<file path="src/rtl/ccff_pkg.sv">
// Shared types and constants for the configuration-chain tail receiver.
package ccff_pkg;

  typedef enum logic [1:0] {IDLE, CAPTURE, FLUSH, DONE} rx_state_e;

  localparam logic [15:0] CRC16_POLY = 16'h1021;
  localparam logic [15:0] CRC16_INIT = 16'hFFFF;

  // One serial step of CRC-16-CCITT, MSB first, no reflection.
  function automatic logic [15:0] crc16_step(input logic [15:0] crc, input logic din);
    logic fb;
    fb = crc[15] ^ din;
    return fb ? ({crc[14:0], 1'b0} ^ CRC16_POLY) : {crc[14:0], 1'b0};
  endfunction

endpackage

</file>
<file path="src/rtl/ccff_rx_fifo.sv">
// First-word-fall-through synchronous FIFO with a synchronous clear.
module ccff_rx_fifo #(
  parameter int WIDTH = 9,
  parameter int DEPTH = 4
) (
  input  logic             clk,
  input  logic             rst_n,
  input  logic             clear,
  input  logic             push,
  input  logic [WIDTH-1:0] push_data,
  input  logic             pop,
  output logic [WIDTH-1:0] head_data,
  output logic             full,
  output logic             empty
);

  localparam int AW = $clog2(DEPTH);

  logic [AW:0]      wr_ptr_q, wr_ptr_d;
  logic [AW:0]      rd_ptr_q, rd_ptr_d;
  logic [WIDTH-1:0] mem_q [DEPTH];
  logic [WIDTH-1:0] mem_d [DEPTH];

  assign empty     = (wr_ptr_q == rd_ptr_q);
  assign full      = (wr_ptr_q[AW] != rd_ptr_q[AW]) && (wr_ptr_q[AW-1:0] == rd_ptr_q[AW-1:0]);
  assign head_data = empty ? '0 : mem_q[rd_ptr_q[AW-1:0]];

  // A push into a full FIFO is accepted only when the head leaves on the same edge.
  always_comb begin
    mem_d    = mem_q;
    wr_ptr_d = wr_ptr_q;
    rd_ptr_d = rd_ptr_q;
    if (clear) begin
      wr_ptr_d = '0;
      rd_ptr_d = '0;
    end else begin
      if (push && (!full || (pop && !empty))) begin
        mem_d[wr_ptr_q[AW-1:0]] = push_data;
        wr_ptr_d                = wr_ptr_q + 1'b1;
      end
      if (pop && !empty) begin
        rd_ptr_d = rd_ptr_q + 1'b1;
      end
    end
  end

  always_ff @(posedge clk) begin
    if (!rst_n) begin
      wr_ptr_q <= '0;
      rd_ptr_q <= '0;
      for (int i = 0; i < DEPTH; i++) begin
        mem_q[i] <= '0;
      end
    end else begin
      wr_ptr_q <= wr_ptr_d;
      rd_ptr_q <= rd_ptr_d;
      mem_q    <= mem_d;
    end
  end

endmodule

</file>
<file path="src/rtl/ccff_tail_rx.sv">
// Packs bits leaving the configuration chain tail into words and queues them for readback.
// Optional running CRC-16-CCITT over sampled bits when CCFF_TAIL_RX_CRC_EN is defined.
module ccff_tail_rx
  import ccff_pkg::*;
#(
  parameter int CHAIN_LEN  = 1024,
  parameter int WORD_W     = 8,
  parameter int FIFO_DEPTH = 4,
  localparam int CNT_W     = $clog2(CHAIN_LEN + 1)
) (
  input  logic              clk,
  input  logic              rst_n,
  input  logic              start,
  input  logic              shift_en,
  input  logic              ccff_tail,
  output logic [WORD_W-1:0] word_data,
  output logic              word_valid,
  input  logic              word_ready,
  output logic              word_last,
  output logic [CNT_W-1:0]  bit_count,
  output logic              done,
  output logic              overflow,
  output logic [15:0]       crc_out
);

  localparam int WB_W = $clog2(WORD_W);
  localparam logic [CNT_W-1:0] LAST_IDX = CNT_W'(CHAIN_LEN - 1);
  localparam logic [WB_W-1:0]  WORD_END = WB_W'(WORD_W - 1);

  rx_state_e         state_q, state_d;
  logic [CNT_W-1:0]  bit_count_q, bit_count_d;
  logic [WORD_W-1:0] shift_q, shift_d;
  logic [WB_W-1:0]   wbits_q, wbits_d;
  logic              done_q, done_d;
  logic              overflow_q, overflow_d;

  logic              push, push_last, pop;
  logic [WORD_W-1:0] push_data, flush_word;
  logic              fifo_full, fifo_empty;

`ifdef CCFF_TAIL_RX_CRC_EN
  logic [15:0] crc_q, crc_d;
  assign crc_out = crc_q;
`else
  assign crc_out = 16'h0000;
`endif

  assign pop        = word_ready && !fifo_empty;
  assign word_valid = !fifo_empty;
  assign bit_count  = bit_count_q;
  assign done       = done_q;
  assign overflow   = overflow_q;
  assign flush_word = shift_q << (WORD_W - int'(wbits_q));

  always_comb begin
    state_d     = state_q;
    bit_count_d = bit_count_q;
    shift_d     = shift_q;
    wbits_d     = wbits_q;
    done_d      = done_q;
    overflow_d  = overflow_q;
    push        = 1'b0;
    push_last   = 1'b0;
    push_data   = '0;
`ifdef CCFF_TAIL_RX_CRC_EN
    crc_d       = crc_q;
`endif
    if (start) begin
      state_d     = CAPTURE;
      bit_count_d = '0;
      shift_d     = '0;
      wbits_d     = '0;
      done_d      = 1'b0;
      overflow_d  = 1'b0;
`ifdef CCFF_TAIL_RX_CRC_EN
      crc_d       = CRC16_INIT;
`endif
    end else begin
      case (state_q)
        CAPTURE: begin
          if (shift_en) begin
            bit_count_d = bit_count_q + 1'b1;
`ifdef CCFF_TAIL_RX_CRC_EN
            crc_d       = crc16_step(crc_q, ccff_tail);
`endif
            if (wbits_q == WORD_END) begin
              push      = 1'b1;
              push_data = {shift_q[WORD_W-2:0], ccff_tail};
              push_last = (bit_count_q == LAST_IDX);
              shift_d   = '0;
              wbits_d   = '0;
              if (fifo_full && !pop) begin
                overflow_d = 1'b1;
              end
            end else begin
              shift_d = {shift_q[WORD_W-2:0], ccff_tail};
              wbits_d = wbits_q + 1'b1;
            end
            // The last chain bit decides whether a partial word still needs flushing.
            if (bit_count_q == LAST_IDX) begin
              if (wbits_q == WORD_END) begin
                state_d = DONE;
                done_d  = 1'b1;
              end else begin
                state_d = FLUSH;
              end
            end
          end
        end
        FLUSH: begin
          if (!fifo_full || pop) begin
            push      = 1'b1;
            push_data = flush_word;
            push_last = 1'b1;
            state_d   = DONE;
            done_d    = 1'b1;
          end
        end
        default: ;
      endcase
    end
  end

  always_ff @(posedge clk) begin
    if (!rst_n) begin
      state_q     <= IDLE;
      bit_count_q <= '0;
      shift_q     <= '0;
      wbits_q     <= '0;
      done_q      <= 1'b0;
      overflow_q  <= 1'b0;
`ifdef CCFF_TAIL_RX_CRC_EN
      crc_q       <= CRC16_INIT;
`endif
    end else begin
      state_q     <= state_d;
      bit_count_q <= bit_count_d;
      shift_q     <= shift_d;
      wbits_q     <= wbits_d;
      done_q      <= done_d;
      overflow_q  <= overflow_d;
`ifdef CCFF_TAIL_RX_CRC_EN
      crc_q       <= crc_d;
`endif
    end
  end

  ccff_rx_fifo #(
    .WIDTH (WORD_W + 1),
    .DEPTH (FIFO_DEPTH)
  ) u_fifo (
    .clk       (clk),
    .rst_n     (rst_n),
    .clear     (start),
    .push      (push),
    .push_data ({push_last, push_data}),
    .pop       (pop),
    .head_data ({word_last, word_data}),
    .full      (fifo_full),
    .empty     (fifo_empty)
  );

endmodule

</file>
<file path="config.mk">
export PLATFORM = sky130hd
export DESIGN_NAME = ccff_tail_rx
export DESIGN_NICKNAME = d
export VERILOG_FILES = /design/src/rtl/ccff_pkg.sv /design/src/rtl/ccff_rx_fifo.sv /design/src/rtl/ccff_tail_rx.sv
export SDC_FILE = /design/constraint.sdc
export NUM_CORES = 1
export LEC_CHECK = 0
export CORE_AREA = 5 5 95 97
export DETAILED_ROUTE_END_ITERATION = 8
export DIE_AREA = 0 0 100 102
export PLACE_DENSITY = 0.63
export SYNTH_ARGS = -nofsm -noshare
export SYNTH_HDL_FRONTEND = slang
export SYNTH_SLANG_ARGS = --single-unit
</file>
<file path="constraint.sdc">
create_clock -name clk -period 4.2 [get_ports clk]
set_input_delay 0.84 -clock clk [delete_from_list [all_inputs] [get_ports clk]]
set_output_delay 0.84 -clock clk [all_outputs]
set_load 0.05 [all_outputs]
</file>
# Yosys cells after proc, flatten, opt, wreduce, memory -nomap -nowiden
# Index checks and enable logic that the tools add are counted.
dict set report word_totals {
  ff_bits 68
  latch_bits 0
  ramBits 0
  rom_bits 0
  output_inout_bits 39
  elab_cells 94
  n_memories 0
}
dict set report classes {
  add_sub_neg 5
  multipliers 0
  div 0
  n_lt_le_gt_ge 3
  eq_ne 14
  n_shift 1
  mux 34
  bitwise_logic 4
  reduce_logical 20
}
# cell count
set op_table {}
lappend op_table {{8-bit 2-to-1 mux} 5}
lappend op_table {{36-bit bitwise mux} 1}
lappend op_table {{9-bit 2-to-1 mux} 4}
lappend op_table {{8-bit by 32-bit left shift with 8-bit output} 1}
lappend op_table {{9-bit binary-select mux with 2-bit select} 1}
lappend op_table {{9-bit demux with 2-bit select} 1}
lappend op_table {{8-bit one-hot mux with 2 select lines} 1}
lappend op_table {{1-bit 2-to-1 mux} 13}
lappend op_table {{4-bit AND reduction} 3}
lappend op_table {{11-bit by 1-bit adder with 11-bit output (second input constant)} 1}
lappend op_table {{11-bit by 10-bit equality test with 1-bit output (second input constant)} 1}
lappend op_table {{3-bit by 1-bit adder with 3-bit output (second input constant)} 3}
lappend op_table {{3-bit inequality test (second input constant)} 3}
lappend op_table {{2-bit inequality test (second input constant)} 4}
lappend op_table {{3-bit >= comparator (second input constant)} 2}
lappend op_table {{1-bit logical AND} 6}
lappend op_table {{2-bit 2-to-1 mux} 3}
lappend op_table {{2-bit NOT with 3-bit output} 2}
lappend op_table {{1-bit one-hot mux with 2 select lines} 3}
lappend op_table {{5-bit AND reduction} 1}
lappend op_table {{4-bit by 3-bit subtractor with 5-bit output (first input constant)} 1}
lappend op_table {{2-bit one-hot mux with 2 select lines} 1}
lappend op_table {{2-bit AND reduction} 2}
lappend op_table {{3-bit equality test} 1}
lappend op_table {{other kinds (13)} 17}

# Longest topological paths before layout
# Gate-level depths: netlist of the first run.
dict set report depth {
  depth_word 9
  depth_mapped 9
}

# Hierarchy
# From an unflattened synthesis of the first run, not the netlist that was laid out.
dict set report hier_totals {
  cells_unflattened 414
  area_unflattened_um2 3822.4
}
# module n_inst cells_per_inst area_each_um2 seq_area_each_um2
set modules_own_cells {}
lappend modules_own_cells {ccff_rx_fifo 1 204 2145.8 840.8}
lappend modules_own_cells {ccff_tail_rx 1 210 1676.6 520.5}

# Worst setup path before layout of the first run
# No wires, ideal clock.
dict set report synth_timing {
  path_kind {register to output}
  start {register u_fifo.wr_ptr_q[0]}
  end {output port word_data[0]}
  arrival_time_ns 2.025
  t_required_ns 3.360
  setup_slack_ns 1.335
  stages_incl_launch_ff 5
  path_buffers 1
  path_cell_list {dfxtp_1 xor2_1 or3b_2 clkbuf_1 and2_1}
}
dict set report synth_between {
  elab_chain_cells 2
}
# item line_no
set synth_rtl {}
lappend synth_rtl {{start: declaration} ccff_rx_fifo.sv:19} ;# logic [AW:0] wr_ptr_q, wr_ptr_d;
lappend synth_rtl {{start signal: assignment} ccff_rx_fifo.sv:55} ;# wr_ptr_q <= wr_ptr_d;
lappend synth_rtl {{3-bit equality test} ccff_rx_fifo.sv:24} ;# assign empty = (wr_ptr_q == rd_ptr_q);
lappend synth_rtl {{9-bit 2-to-1 mux} ccff_rx_fifo.sv:26} ;# assign head_data = empty ? '0 : mem_q[rd_ptr_q[AW-1:0]];
lappend synth_rtl {{end: declaration} ccff_tail_rx.sv:16} ;# output logic [WORD_W-1:0] word_data,
# No other way between the ends.

# Worst setup path after layout of the first run
dict set report layout_timing {
  start {register u_fifo.rd_ptr_q[0]}
  end {output port word_data[1]}
}
dict set report layout_between {
  elab_chain_cells 5
}
# item line_no
set layout_rtl {}
lappend layout_rtl {{start: declaration} ccff_rx_fifo.sv:20} ;# logic [AW:0] rd_ptr_q, rd_ptr_d;
lappend layout_rtl {{start signal: assignment} ccff_rx_fifo.sv:56} ;# rd_ptr_q <= rd_ptr_d;
lappend layout_rtl {{2-bit NOT with 3-bit output (implied by the code)} ccff_rx_fifo.sv:26}
lappend layout_rtl {{9-bit binary-select mux with 2-bit select} ccff_rx_fifo.sv:26}
lappend layout_rtl {{9-bit 2-to-1 mux (implied by the code) (2 in a row)} ccff_rx_fifo.sv:26}
lappend layout_rtl {{9-bit 2-to-1 mux *} ccff_rx_fifo.sv:26}
# Mark *: on every way between the ends. The rest lies on a longest branch, timed or not. The select of a mux whose other input is x is not followed.

==> reports/results.md, run 1 <==
| Item | Value |
| --- | --- |
| RSZ-0062 raised after global routing | false |
| Number of distinct library cells after synthesis | 47 |
| Smallest hold slack | 0.478 ns |
| Clock root buffer | clkbuf_8 |
| Effective utilization at floorplan | 43.5% |
| Fmax | 291 MHz |
| TritonRoute pass-1 iters | 4 |
| Post-CTS Setup Inserts | 0 |
| PnR Total Power | 1.34 mW |
| Post-DP HPWL | 5340 µm |
| Area fraction in compound gates after synthesis | 17.2% |
| Post-synthesis mux area share | 9.50% |
| Final weighted congestion in routability-driven placement | 0.880 |
| Top FF cell, synth | dfxtp_1 |
| Relative contribution of the clock network to total power | 46.4% |
| Via count of the first global-routing pass | 2,665 |
| Synth Warn # | 0 |
| Average wire length per cell after detail routing | 14.5 µm |
| Slew @ Worst Pin | 1.18 ns |
| TritonCTS clock tree | done |
| Combinational cell fraction of total power | 5.3% |
| Largest net degree at the start of global routing | 43 |
| Largest buffer count on any clock path | 2 |
| Run status | completed |
| Core footprint | 8050 µm² |
| Number of sinks driven by the clock tree | 68 |
| Post-CTS resize count | 0 |
| Post-synth EDFFs | 0 |
| Area growth from synthesis to final layout | 15.1% |
| Worst clock skew | 0.00961 ns |
| Post-layout net count | 434 |
| Static Leakage | 1.57 nW |
| Fill count | 784 |
| Switching Share | 24.3% |
| Register Area | 1360 µm² |
| Post-Syn Area | 3500 µm² |
| Post-Layout Cell Count | 527 |
| Maximum level of the CTS H-tree | 3 |
| Cell types with the largest area share after synthesis | dfxtp_1 39%, mux4_2 6.4%, nand2_1 4.5%, a21oi_1 4.3%, nor2_1 4.3% |
| Sequential share of the synthesized area | 38.9% |
| Kind of end point of the critical path | output port |
| Footprint of the multi-input gates | 1950 µm² |
| Worst path arrival time | 2.59 ns |
| Req. time, crit path | 3.36 ns |
| Internal power contribution | 1.01 mW |
| Global-route congestion overflow total | 0 |
| Cell area after placement | 3800 µm² |
| Input/output buffers | 28 |
| Die Outline Area | 10,200 µm² |
| Pre-CTS setup slack | 1.07 ns |
| Total via count in the routed design | 2,853 |
| Wire length of the first global-routing pass | 13,100 µm |
| Pwr/cell area | 332 nW/µm² |
| Cell type with the highest aggregate area in the netlist | dfxtp_1 |
| Minimum clock period after layout | 3.43 ns |
| Post-layout instance area | 4030 µm² |
| Number of diodes added for antenna fixing | 0 |
| CP Class | flip-flop to output port |
| Number of placed cells counting well taps | 511 |
| Quantity of hold-fixing buffers added after cts | 0 |
| Maximum resistive drop on vdd | 0.177 mV |
| Top cell types by occurrence after synthesis | 68 x dfxtp_1, 42 x nand2_1, 40 x nor2_1 |
| Async set-reset flop share out of synthesis | 0% |
| NetSw | 0.326 mW |
| Clock insertion delay at the later pin of the skew report | 0.34 ns |
| Tightest Hold Check Type | flip-flop to flip-flop |
| IO Pins | 45 |
| Hold Fails Final Rpt | 0 |
| Portion of synthesized cell area occupied by the leading cell type | 38.9% |
| Most instantiated library cell after synthesis | dfxtp_1 |
| Drc violations | 0 |
| Combinational family with the most area after synthesis | simple AND/OR/NAND/NOR gates |
| Total length of routed wires | 7660 µm |
| # rows | 33 |
| Via count normalized by instance count | 5.41 |
| Clk pin slew, worst setup/hold paths | 0.08 ns |
| Fraction of layout instances using a drive strength above 1 | 10.7% |
| Mapped Cells | 396 |
| Final period util | 81.7% |
| Fraction of the mapped netlist area in adder cells | 3.93% |
| Final design utilization | 50.1% |
| Global routing usage summed across all routing layers | 16.1% |
| Number of antenna violations at the first check in global routing | 0 |
| Remaining antenna violation count after routing | 0 |
| Headroom to the max-slew limit | 21.3% |
| Xor and xnor fraction of the mapped netlist area | 4.25% |
| Mean instance size in the synthesized netlist | 8.84 µm² |
| First DRT Iteration DRCs | 227 |
| MaxCap Viol Count | 0 |
| Sequential group share of total power | 48.3% |
| Worst setup margin | 0.767 ns |
| Die span in x | 100 µm |
| Die H | 102 µm |
| Number of synthesized register bits | 68 |
| Post-synthesis share of cell area spent on and, or, nand and nor gates | 19.1% |
| Final setup vio count | 0 |
| Final total negative setup slack | 0 ns |
| Critical path startpoint category | flip-flop |
| CTS buffer count | 9 |
| Max FO, Critical Path | 13 |
| Max-slew violation total from the final report | 0 |
## power by group through the flow
stage / sequential, mW / clock [mW] / combinational, mW
final: 0.648 / 0.622 / 0.0708
after global routing: 0.648 / 0.668 / 0.0754
after CTS: 0.648 / 0.633 / 0.0704
after detailed placement: 0.663 / 0 / 0.0703
after global placement: 0.663 / 0 / 0.0700
after floorplan: 0.663 / 0 / 0.0691
## layer usage
layer  global-route usage [%]  vias up  share of wire (%)
met5                        0        -                  0
met4                     6.94        0                2.1
met3                     3.14       13                5.2
met2                     25.5       72                 45
met1                     21.4     1359                 47
li1                         -     1409                  -
## worst paths after layout
kind	startpoint	to	slack (ns)	depth (start not counted)
hold / removal	done	done	0.48	2
hold reg to reg	done	done	0.48	2
setup / recovery	u_fifo.rd_ptr_q[0]	word_data[1]	0.77	5
setup reg to reg	wbits_q[0]	u_fifo.mem_q[2]	1.34	7
## state kept, by name, summed over array words and instances (netlist names)
register / count
state_q: 2
u_fifo.mem_q: 36
overflow: 1
shift_q: 8
done: 1
u_fifo.wr_ptr_q: 3
bit_count: 11
u_fifo.rd_ptr_q: 3
wbits_q: 3
## critical path, stage by stage, from the launching register on
cell             delay (ns)
dfxtp_1                0.31
buf_4                  0.25
xor2_1                 0.18
or3b_2                 0.61
and2_1                 0.19
clkdlybuf4s50_1        0.70
## placed cells by master, fill, tap and decap left out, types with 10 or more instances in the layout
master,instances
ha_1,11
clkdlybuf4s50_1,28
and2_1,11
nand3_1,16
xor2_1,12
o211a_1,12
dfxtp_1,68
mux4_2,10
conb_1,16
nor2_1,40
nand2_1,42
a21oi_1,30
clkbuf_8,10
o21ai_0,22
## cells by family after synthesis
group / count (synthesis)
buf+inv: 48
fa+ha+maj: 11
simple gates: 140
mux: 20
flops: 68
xor+xnor: 17
compound gates: 91
other cells: 1
## layout make-up
| class | count | area share, % |
|---|---|---|
| tap | 105 | 3.26 |
| inverter | 9 | 0.838 |
| multi-input combinational | 295 | 48.3 |
| clock inverter | 6 | 2.33 |
| timing repair buffer | 34 | 8.07 |
| clock buffer | 10 | 3.41 |
| sequential | 68 | 33.8 |
No activity file was read; power rests on OpenSTA's default activity.
==> run 2, diff against run 1 <==
--- a/config.mk
+++ b/config.mk
@@ -8,7 +8,7 @@
 export CORE_AREA = 5 5 95 97
 export DETAILED_ROUTE_END_ITERATION = 8
 export DIE_AREA = 0 0 100 102
-export PLACE_DENSITY = 0.63
+export PLACE_DENSITY = 0.66
 export SYNTH_ARGS = -nofsm -noshare
 export SYNTH_HDL_FRONTEND = slang
 export SYNTH_SLANG_ARGS = --single-unit
==> constraint.sdc (replaced) <==
create_clock -name clk -period 2.85 [get_ports clk]
set_input_delay 0.57 -clock clk [delete_from_list [all_inputs] [get_ports clk]]
set_output_delay 0.57 -clock clk [all_outputs]
set_load 0.05 [all_outputs]
==> reports/results.md, run 2 (synthesized netlist as in run 1, its figures left out) <==
| Item | Value |
| --- | --- |
| Run status | completed |
| Effective utilization at floorplan | 43.5% |
| TritonCTS clock tree | done |
| Sum of buffers and inverters on the critical path | 1 |
| Remaining antenna violation count after routing | 0 |
| Max-slew violation total from the final report | 0 |
| Hold Fails Final Rpt | 0 |
| Hold Path Origin | u_fifo.mem_q[4] |
| Number of diodes added for antenna fixing | 0 |
| Die Outline Area | 10,200 µm² |
| Minimum clock period after layout | 2.56 ns |
| # rows | 33 |
| Max FO, Critical Path | 13 |
| Startpoint of the lowest-slack register-to-register path | wbits_q[0] |
| Tightest Hold Check Type | flip-flop to flip-flop |
| Worst path arrival time | 1.99 ns |
| Number of sinks driven by the clock tree | 68 |
| Maximum resistive drop on vdd | 0.311 mV |
| Drc violations | 0 |
| Crit. Startpoint | u_fifo.wr_ptr_q[1] |
| Via count normalized by instance count | 5.27 |
| R2r endpoint | u_fifo.mem_q[29] |
| MaxCap Viol Count | 0 |
| Slew @ Worst Pin | 1.06 ns |
| Kind of end point of the critical path | output port |
| Slack of the worst reg-to-reg path | 0.35 ns |
| Worst Hold Depth | 2 |
| Total length of routed wires | 7720 µm |
| Critical path startpoint category | flip-flop |
| Total via count in the routed design | 2,817 |
| Crit-path slowest cell | or3b_2 |
| First DRT Iteration DRCs | 146 |
| Final setup vio count | 0 |
| RSZ-0062 raised after global routing | false |
| Number of antenna violations at the first check in global routing | 0 |
| Crit. path cell count | 4 |
| Global routing usage summed across all routing layers | 15.7% |
| Fraction of layout instances using a drive strength above 1 | 14.9% |
| IO Pins | 45 |
| Post-CTS Setup Inserts | 0 |
| TritonRoute pass-1 iters | 4 |
| Area growth from synthesis to final layout | 15.3% |
| List of cells traversed by the critical path | xor2_1 -> or3b_2 -> and2_1 -> buf_4 |
| Maximum single-stage delay on the critical path | 0.64 ns |
| Maximum level of the CTS H-tree | 3 |
| Cell depth of the worst flop-to-flop path | 7 |
| Via count of the first global-routing pass | 2,594 |
| Clk pin slew, worst setup/hold paths | 0.08 ns |
| Wire length of the first global-routing pass | 12,700 µm |
| Clock insertion delay at the later pin of the skew report | 0.35 ns |
| Input/output buffers | 28 |
| Final period util | 89.7% |
| Sink of the worst hold path | u_fifo.mem_q[4] |
| Req. time, crit path | 2.28 ns |
| Clock root buffer | clkbuf_8 |
| Global-route congestion overflow total | 0 |
| Worst clock skew | 0.00747 ns |
| Post-layout net count | 442 |
| Commonest non-fill, non-tap cell in the layout | dfxtp_1 |
| Crit path max-delay family | simple AND/OR/NAND/NOR gates |
| Die span in x | 100 µm |
| Average wire length per cell after detail routing | 14.4 µm |
| CP Class | flip-flop to output port |
| Headroom to the max-slew limit | 28.8% |
| Final total negative setup slack | 0 ns |
| CTS buffer count | 9 |
| Number of flip-flops under the largest register name | 36 |
| Pwr/cell area | 464 nW/µm² |
| Final weighted congestion in routability-driven placement | 0.817 |
| Worst setup margin | 0.292 ns |
| Fill count | 764 |
| Die H | 102 µm |
| Static Leakage | 1.61 nW |
| Pre-CTS setup slack | -0.0442 ns |
| Fmax | 391 MHz |
| Largest net degree at the start of global routing | 43 |
| Footprint of the multi-input gates | 1950 µm² |
| Commonest cells after routing, fill and taps aside | 68 x dfxtp_1, 42 x nand2_1, 39 x nor2_1 |
| Post-DP HPWL | 5450 µm |
| Largest buffer count on any clock path | 2 |
| Core footprint | 8050 µm² |
| Register Area | 1360 µm² |
| Biggest register | u_fifo.mem_q |
[run 2: cell types whose count changed in the layout (fill, tap and decap cells not counted), sizes merged]
| cell | before | now |
|---|---|---|
| buf | 6 | 24 |
| clkbuf | 10 | 9 |
| clkinvlp | 1 | 3 |
| bufinv | 2 | 1 |
| clkdlybuf4s50 | 28 | 18 |
[run 2: worst reg2reg max path: cells and delay by family, from the launching register on]
kind / cells / cell delay (ns)
AND/OR/NAND/NOR: 1 / 0.08
AO/OA/AOI/OAI: 3 / 0.67
multiplexers: 1 / 0.40
adder cells (fa/ha/maj): 1 / 0.50
flip-flops: 1 / 0.55
buffers and inverters: 1 / 0.16
[run 2: worst max-delay path by stage]
stage / end / slack, ns
final: word_data[0] / 0.29
after global placement: u_fifo.mem_q[25] / 0.07
after CTS: u_fifo.mem_q[24] / 0.22
after floorplan: word_data[0] / 0.25
after detailed placement: u_fifo.mem_q[24] / -0.04
after global routing: u_fifo.mem_q[33] / 0.13
[run 2: stage by stage]
| stage | std cells | power (mW) | utilization (%) | hold slack (ns) | cell area [µm²] |
|---|---|---|---|---|---|
| 2_1_floorplan | 411 | 1.08 | - | 0.443 | 3560 |
| 5_1_grt | 535 | 1.94 | 50.1 | 0.499 | 4040 |
| 3_5_place_dp | 519 | 1.09 | 47.6 | 0.460 | 3840 |
| 3_3_place_gp | 519 | 1.08 | 47.6 | 0.454 | 3840 |
| 4_1_cts | 535 | 1.89 | 50.1 | 0.476 | 4040 |
| 6_report | 535 | 1.87 | 50.1 | 0.474 | 4040 |
[run 2: report_power, final]
part           internal [mW]  switching, mW
Clock                  0.408          0.400
Sequential             0.951        0.00311
Combinational         0.0231         0.0864
Total                   1.38          0.489
[run 2: layout make-up]
type                    instances  share of cell area (%)
multi-input cells             295                    48.3
flip-flops and latches         68                    33.7
repair buffers                 42                    8.92
well taps                     105                    3.25
clock buffers                   9                    3.07
clock inverters                 7                    1.86
inverters                       9                   0.837
[run 2: metal layers]
layer	wire length [µm]	track usage, %	part of all wire (%)
met5	0	0	0
met4	116	5.60	1.5
met3	370	3.55	4.8
met2	3510	24.5	45
met1	3720	21.6	48
[run 2: repair_timing]
| action | 4_1_cts | 5_1_grt |
|---|---|---|
| resized for setup | 0 | 1 |
| hold buffers | 0 | 0 |
| endpoints found under the setup margin | 0 | 1 |
==> run 3, diff against run 2 <==
--- a/config.mk
+++ b/config.mk
@@ -9,6 +9,7 @@
 export DETAILED_ROUTE_END_ITERATION = 8
 export DIE_AREA = 0 0 100 102
 export PLACE_DENSITY = 0.66
+export RECOVER_POWER = 50
 export SYNTH_ARGS = -nofsm -noshare
 export SYNTH_HDL_FRONTEND = slang
 export SYNTH_SLANG_ARGS = --single-unit
==> reports/results.md, run 3 (synthesized netlist as in run 1, its figures left out) <==
| Item | Value |
| --- | --- |
| Maximum level of the CTS H-tree | 3 |
| Headroom to the max-slew limit | 28.6% |
| Largest buffer count on any clock path | 2 |
| Req. time, crit path | 3.09 ns |
| Crit. path cell count | 6 |
| Number of flip-flops under the largest register name | 36 |
| Commonest non-fill, non-tap cell in the layout | dfxtp_1 |
| Post-layout net count | 442 |
| Fraction of layout instances using a drive strength above 1 | 14.2% |
| Worst path arrival time | 2.82 ns |
| Minimum clock period after layout | 2.57 ns |
| Via count of the first global-routing pass | 2,594 |
| Total via count in the routed design | 2,842 |
| Fill count | 771 |
| IO Pins | 45 |
| Cell depth of the worst flop-to-flop path | 8 |
| Effective utilization at floorplan | 43.5% |
| Clk pin slew, worst setup/hold paths | 0.08 ns |
| Post-CTS resize count | 0 |
| Run status | completed |
| Die Outline Area | 10,200 µm² |
| CTS buffer count | 9 |
| Final setup vio count | 0 |
| Clock root buffer | clkbuf_8 |
| CP Class | input pin to flip-flop |
| RSZ-0062 raised after global routing | false |
| Biggest register | u_fifo.mem_q |
| First DRT Iteration DRCs | 140 |
| Crit-path slowest cell | o41ai_1 |
| Maximum single-stage delay on the critical path | 0.72 ns |
| Footprint of the multi-input gates | 1930 µm² |
| Register Area | 1360 µm² |
| Final period util | 90.3% |
| # rows | 33 |
| Post-CTS Setup Inserts | 0 |
| Largest net degree at the start of global routing | 43 |
| Pwr/cell area | 466 nW/µm² |
| Hold Fails Final Rpt | 0 |
| Die span in x | 100 µm |
| Number of diodes added for antenna fixing | 0 |
| Slew @ Worst Pin | 1.07 ns |
| Total length of routed wires | 7720 µm |
| Critical path startpoint category | input pin |
| Maximum resistive drop on vdd | 0.310 mV |
| Core footprint | 8050 µm² |
| Commonest cells after routing, fill and taps aside | 68 x dfxtp_1, 42 x nand2_1, 39 x nor2_1 |
| Tightest Hold Check Type | flip-flop to flip-flop |
| Kind of end point of the critical path | flip-flop |
| Max FO, Critical Path | 5 |
| Number of placed cells counting well taps | 519 |
| Worst clock skew | 0.00781 ns |
| Sum of buffers and inverters on the critical path | 2 |
| Post-DP HPWL | 5450 µm |
| Pre-CTS setup slack | -0.0442 ns |
| Die H | 102 µm |
| Final weighted congestion in routability-driven placement | 0.817 |
| Average wire length per cell after detail routing | 14.4 µm |
| Remaining antenna violation count after routing | 0 |
| Worst setup margin | 0.277 ns |
| MaxCap Viol Count | 0 |
| Via count normalized by instance count | 5.31 |
| Input/output buffers | 28 |
| Final design utilization | 49.8% |
| Crit path max-delay family | compound AO/OA/AOI/OAI gates |
| Global routing usage summed across all routing layers | 15.7% |
| Static Leakage | 1.64 nW |
| TritonRoute pass-1 iters | 4 |
| Fmax | 389 MHz |
| Wire length of the first global-routing pass | 12,700 µm |
| Drc violations | 0 |
| Number of sinks driven by the clock tree | 68 |
| List of cells traversed by the critical path | dlygate4sd3_1 -> o41ai_1 -> clkbuf_1 -> o31a_1 -> nand2_1 -> o211a_1 |
| Post-Layout Cell Count | 535 |
| TritonCTS clock tree | done |
| Max-slew violation total from the final report | 0 |
| Worst Hold Depth | 2 |
| Global-route congestion overflow total | 0 |
| Clock insertion delay at the later pin of the skew report | 0.35 ns |
| Quantity of hold-fixing buffers added after cts | 0 |
| Area growth from synthesis to final layout | 14.4% |
| Number of antenna violations at the first check in global routing | 0 |
run 3: cell types whose count changed in the layout (fill, tap and decap cells not counted), sizes merged:
cell,previous run,this run
clkdlybuf4s50,18,6
dlygate4sd3,0,12
clkbuf,9,13
buf,24,20
run 3: final timing paths:
kind                                       from               end  slack, ns
worst min-delay path            u_fifo.mem_q[4]   u_fifo.mem_q[4]       0.47
worst max register to register       wbits_q[0]  u_fifo.mem_q[32]       0.35
worst min register to register  u_fifo.mem_q[4]   u_fifo.mem_q[4]       0.47
worst max-delay path                 word_ready  u_fifo.mem_q[27]       0.28
run 3: layout make-up:
type                            count  share of cell area, %
Clock buffer                        9                   3.09
Sequential cell                    68                   34.0
Multi-Input combinational cell    295                   48.3
Tap cell                          105                   3.28
Timing Repair Buffer               42                   8.68
Clock inverter                      7                   1.87
Inverter                            9                  0.843
run 3: metrics by stage:
stage	TNS, ns	hold WS [ns]	area, µm²	total power [mW]
after global placement	0	0.454	3840	1.08
after global routing	0	0.499	4010	1.93
after floorplan	0	0.443	3560	1.08
final	0	0.472	4010	1.87
after detailed placement	-0.0442	0.460	3840	1.09
after CTS	0	0.476	4040	1.89
run 3: worst register-to-register path: stages, from the launching register on:
cell,delay (ns)
dfxtp_1,0.55
clkinv_1,0.16
ha_1,0.50
mux2_2,0.39
nand2_1,0.07
a2111oi_0,0.09
a211oi_1,0.33
buf_4,0.20
a21oi_1,0.06
run 3: where the power goes:
group	internal (mW)	total, mW	switching [mW]
clock network	0.408	0.806	0.397
registers	0.951	0.954	0.00310
logic	0.0193	0.105	0.0857
run 3: metal layers:
| metal | global-route usage (%) | vias up | wire length [µm] |
|---|---|---|---|
| li1 | - | 1426 | - |
| met1 | 21.6 | 1340 | 3740 |
| met2 | 24.5 | 68 | 3520 |
| met3 | 3.55 | 8 | 351 |
| met4 | 5.60 | 0 | 104 |
| met5 | 0 | - | 0 |
